--- config.mk ---
export PLATFORM = sky130hd
export DESIGN_NAME = prio_arbiter
export DESIGN_NICKNAME = d
export VERILOG_FILES = /design/src/rtl/prio_arbiter.sv
export SDC_FILE = /design/constraint.sdc
export NUM_CORES = 1
export LEC_CHECK = 0
export ABC_CLOCK_PERIOD_IN_PS = 3900
export CORE_UTILIZATION = 36
export DETAILED_ROUTE_END_ITERATION = 10
export PLACE_DENSITY = 0.62
export SLEW_MARGIN = 10
export SYNTH_ARGS = -nofsm -noshare
export SYNTH_HDL_FRONTEND = slang
export SYNTH_SLANG_ARGS = --single-unit
--- constraint.sdc ---
create_clock -name clk -period 3.9 [get_ports clk]
set_input_delay 0.585 -clock clk [delete_from_list [all_inputs] [get_ports clk]]
set_output_delay 0.585 -clock clk [all_outputs]
set_load 0.05 [all_outputs]
--- src/rtl/prio_arbiter.sv ---
// Registered N-request priority arbiter: fixed-priority or round-robin selection,
// grant held until the owner acknowledges or withdraws its request.
module prio_arbiter #(
    parameter int unsigned N = 8,
    parameter int unsigned W = 4
) (
    input  logic         clk,
    input  logic         reset,
    input  logic [N-1:0] req,
    input  logic         mode,
    input  logic         ack,
    output logic         valid,
    output logic [N-1:0] grant,
    output logic [W-1:0] code
);

    typedef enum logic {
        IDLE  = 1'b0,
        GRANT = 1'b1
    } state_t;

    state_t         state;
    state_t         state_nx;
    logic [W-1:0]   ptr;
    logic [W-1:0]   ptr_nx;
    logic [W-1:0]   g;
    logic [W-1:0]   g_nx;
    logic           rr;
    logic           rr_nx;
    logic           valid_nx;
    logic [N-1:0]   grant_nx;
    logic [W-1:0]   code_nx;
    logic [W-1:0]   win;
    logic [W-1:0]   cand;
    logic           req_g;
    logic           done;

    // grant is one-hot on g, so this picks out req[g] without a variable index
    assign req_g = |(req & grant);
    assign done  = ack || !req_g;

    // Winner search; in round-robin the offset-0 candidate (ptr itself) is written last
    always_comb begin
        win  = '0;
        cand = '0;
        if (!mode) begin
            for (int k = 0; k < int'(N); k++) begin
                if (|(req & (N'(1) << k))) win = W'(k);
            end
        end else begin
            for (int k = int'(N) - 1; k >= 0; k--) begin
                cand = W'((int'(ptr) + int'(N) - k) % int'(N));
                if (|(req & (N'(1) << cand))) win = cand;
            end
        end
    end

    always_ff @(posedge clk) begin
        if (reset) begin
            state <= IDLE;
            ptr   <= W'(N - 1);
            g     <= '0;
            rr    <= 1'b0;
            valid <= 1'b0;
            grant <= '0;
            code  <= '0;
        end else begin
            state <= state_nx;
            ptr   <= ptr_nx;
            g     <= g_nx;
            rr    <= rr_nx;
            valid <= valid_nx;
            grant <= grant_nx;
            code  <= code_nx;
        end
    end

    always_comb begin
        state_nx = state;
        case (state)
            IDLE:    if (|req) state_nx = GRANT;
            GRANT:   if (done) state_nx = IDLE;
            default: state_nx = IDLE;
        endcase
    end

    // Next values of the registered outputs and bookkeeping registers
    always_comb begin
        valid_nx = valid;
        grant_nx = grant;
        code_nx  = code;
        g_nx     = g;
        rr_nx    = rr;
        ptr_nx   = ptr;
        case (state)
            IDLE: begin
                if (|req) begin
                    valid_nx = 1'b1;
                    grant_nx = N'(1) << win;
                    code_nx  = win + W'(1);
                    g_nx     = win;
                    rr_nx    = mode;
                end
            end
            GRANT: begin
                if (done) begin
                    valid_nx = 1'b0;
                    grant_nx = '0;
                    code_nx  = '0;
                    if (ack && rr) ptr_nx = (g == '0) ? W'(N - 1) : g - W'(1);
                end
            end
            default: begin
                valid_nx = 1'b0;
                grant_nx = '0;
                code_nx  = '0;
            end
        endcase
    end

endmodule

==> results.toml <==
[power]
p_comb_frac = 0.401
clkPwrFrac = 0.219
p_int_mw = 0.402
p_per_area_mw_per_mm2 = 290
p_total_mw = 0.639
switching_share = 0.371
power_leakage_nw = 0.863
peakVddDrop_mv = 0.242
power_switching_mw = 0.237
sequentialPowerShare = 0.380

[route]
drt_iter0_drc = 209
drt_first_pass_iters = 5
wl_per_cell_um = 16.0
viasPerCell = 5.92
routed-via-count = 1917
drt_drc_violations_left = 0
routed_wl_um = 5190
drtAntennaViolNets = 0

[grt]
grt_pass1_wl_um = 8330
track_usage = 0.193
grt_pass1_vias = 1729
grt_overflow_total = 0
antenna_found_initial = 0
grt_max_degree = 22

[sta]
finalHoldWorstSlack_ns = 0.461
timing.fmax_ghz = 0.284
fin_setup_tns_ns = 0
hold_viol = 0
period_share = 0.902
maxSlewViolCount = 0
clock_skew_ns = 0.00178
min_period_ns = 3.52
setup_viol = 0
slew_headroom = 0.442
rsz0062_at_grt = "false"
worstMarginPinSlew_ns = 0.827

[run_status]
status = "finished clean"

[worst_setup_path]
cp_max_fo = 9
cp-end-kind = "flop"
cp_data_required_time_ns = 4.02
rrSetupSlack_ns = 0.38
crit_arrival_ns = 3.64
crit_type = "reg -> reg"
start_kind = "flop"

[clock_network]
post_cts_resized = 0
cts.sinks = 21
cts_tree = "yes"
htreeDepth = 1
clkLatencyLatePin_ns = 0.26
cts_buffers = 3
ctsHoldBuffers = 0
clk_pin_slew_ns = 0.07
postCtsSetupRepairBufs = 0
cts-root-buf = "clkbuf_8"
cts_buffer_depth = 2

[yosys]
synthFlopType = "dfxtp_1"
ys_ff_latch = 21
synthDistinctLibCells = 63
syn_nets = 266
seq_area_frac_synth = 0.220
synth-edff-count = 0
ys.warnings.count = 0
syn-cell-area_sq_mm = 0.00191
netlist_instances = 238
syn_area_per_cell_sq_um = 8.03
async_flop_share = 0

[final_layout]
mostFrequentLayoutCells = "nand3_1, clkdlybuf4s50_1, dfxtp_1"
nets = 283
fin_util = 0.431
seq_area_sq_um = 420
n_fill_cell = 521
final_common_cell = "nand3_1"
diodes = 0
drive_above_1_share = 0.122
final_area_sq_mm = 0.00220
syn_to_final_growth_pct = 15.3
multi_input_area_sq_mm = 0.00132

[die]
die-area_sq_mm = 0.00560
die_w_um = 74.9
rows = 26
io_pins = 25
core_sq_mm = 0.00511
start_util = 0.374
die_y_um = 74.9

[placed_design]
dp_hpwl_um = 3920
dpl-instance-area_sq_mm = 0.00214
gp_congestion = 0.873
io_buffers = 24

[job]
cap_violations = 0

[min_path]
hold_path.class = "reg -> reg"
-- sequential cells by signal, indices dropped and copies added (netlist names) --
name,cells
code,4
g,3
grant,8
ptr,3
rr,1
state,1
valid,1
-- worst max-delay path, cell delays in order, from the launching register on --
cell	delay [ns]
dfxtp_1	0.46
inv_1	0.15
ha_1	0.34
a222oi_1	0.39
buf_4	0.19
mux2_4	0.17
mux2_4	0.31
o211ai_2	0.09
o221ai_1	0.23
nor2_1	0.23
inv_1	0.09
ha_1	0.23
ha_1	0.28
nor2_1	0.04
a31oi_1	0.14
nor2_1	0.05
-- cells by family (layout without fill, tap and decap cells) --
logic type,Yosys count,after routing,synth area share
buffers and inverters,30,46,0.0917
flip-flops,21,21,0.220
XOR/XNOR,3,3,0.0138
multiplexers,3,3,0.0236
AO/OA/AOI/OAI,81,81,0.328
AND/OR/NAND/NOR,84,84,0.218
adder cells (fa/ha/maj),16,16,0.105
-- Yosys cell counts (2+ instances only) --
cell      count  share of area
buf_4         2         0.0079
and3_1        3         0.0098
or2_1         2         0.0065
o21ai_1       2         0.0052
inv_1         9          0.018
a222oi_1      3          0.016
nand2_1      14          0.028
a22oi_1      15          0.059
mux2_4        3          0.024
o21a_1        4          0.016
buf_2         2         0.0052
dfxtp_1      21           0.22
or3_1         2         0.0065
inv_2         2         0.0039
a211o_1       3          0.014
a22o_1        3          0.014
nand3_1      28          0.073
clkbuf_1      7          0.014
nor2_1       18          0.035
and2_1        2         0.0065
o211ai_1      2         0.0079
ha_1         16           0.10
a21oi_1      20          0.052
and3_2        2         0.0079
or2_2         2         0.0065
a31oi_1       2         0.0065
xnor2_1       2         0.0092
nor3_1        6          0.016
buf_6         7          0.041
-- per-stage QoR --
step	cells	worst slack [ns]
6_report	324	0.383
5_1_grt	324	0.0940
4_1_cts	322	0.238
3_5_place_dp	318	0.0455
3_3_place_gp	318	0.0837
2_1_floorplan	238	0.722
-- worst paths after layout --
path / cells after the start / startpoint / endpoint
worst max-delay path: 15 / ptr[1] / code[2]
worst min-delay path: 2 / g[0] / g[0]
worst max register to register: 15 / ptr[1] / code[2]
worst min register to register: 2 / g[0] / g[0]
-- power groups by stage --
stage / Sequential (mW) / Clock (mW) / Combinational (mW)
finish: 0.243 / 0.140 / 0.256
global route: 0.245 / 0.153 / 0.281
floorplan: 0.281 / 0 / 0.151
global placement: 0.248 / 0 / 0.251
detailed placement: 0.247 / 0 / 0.251
CTS: 0.243 / 0.144 / 0.253
-- layer usage --
metal,global-route usage,wire length (um),vias up
met2,0.332,2440,65
met3,0.0147,262,11
met1,0.253,2390,908
li1,-,-,933
met4,0.0713,97,0
met5,0,0,-
-- final cells by class --
type / count / share of cell area
well taps: 70 / 0.0398
clock buffers: 4 / 0.0205
multi-input cells: 187 / 0.597
flip-flops and latches: 21 / 0.191
repair buffers: 31 / 0.133
inverters: 11 / 0.0188
Note: power is estimated with default switching activity, not from simulation.
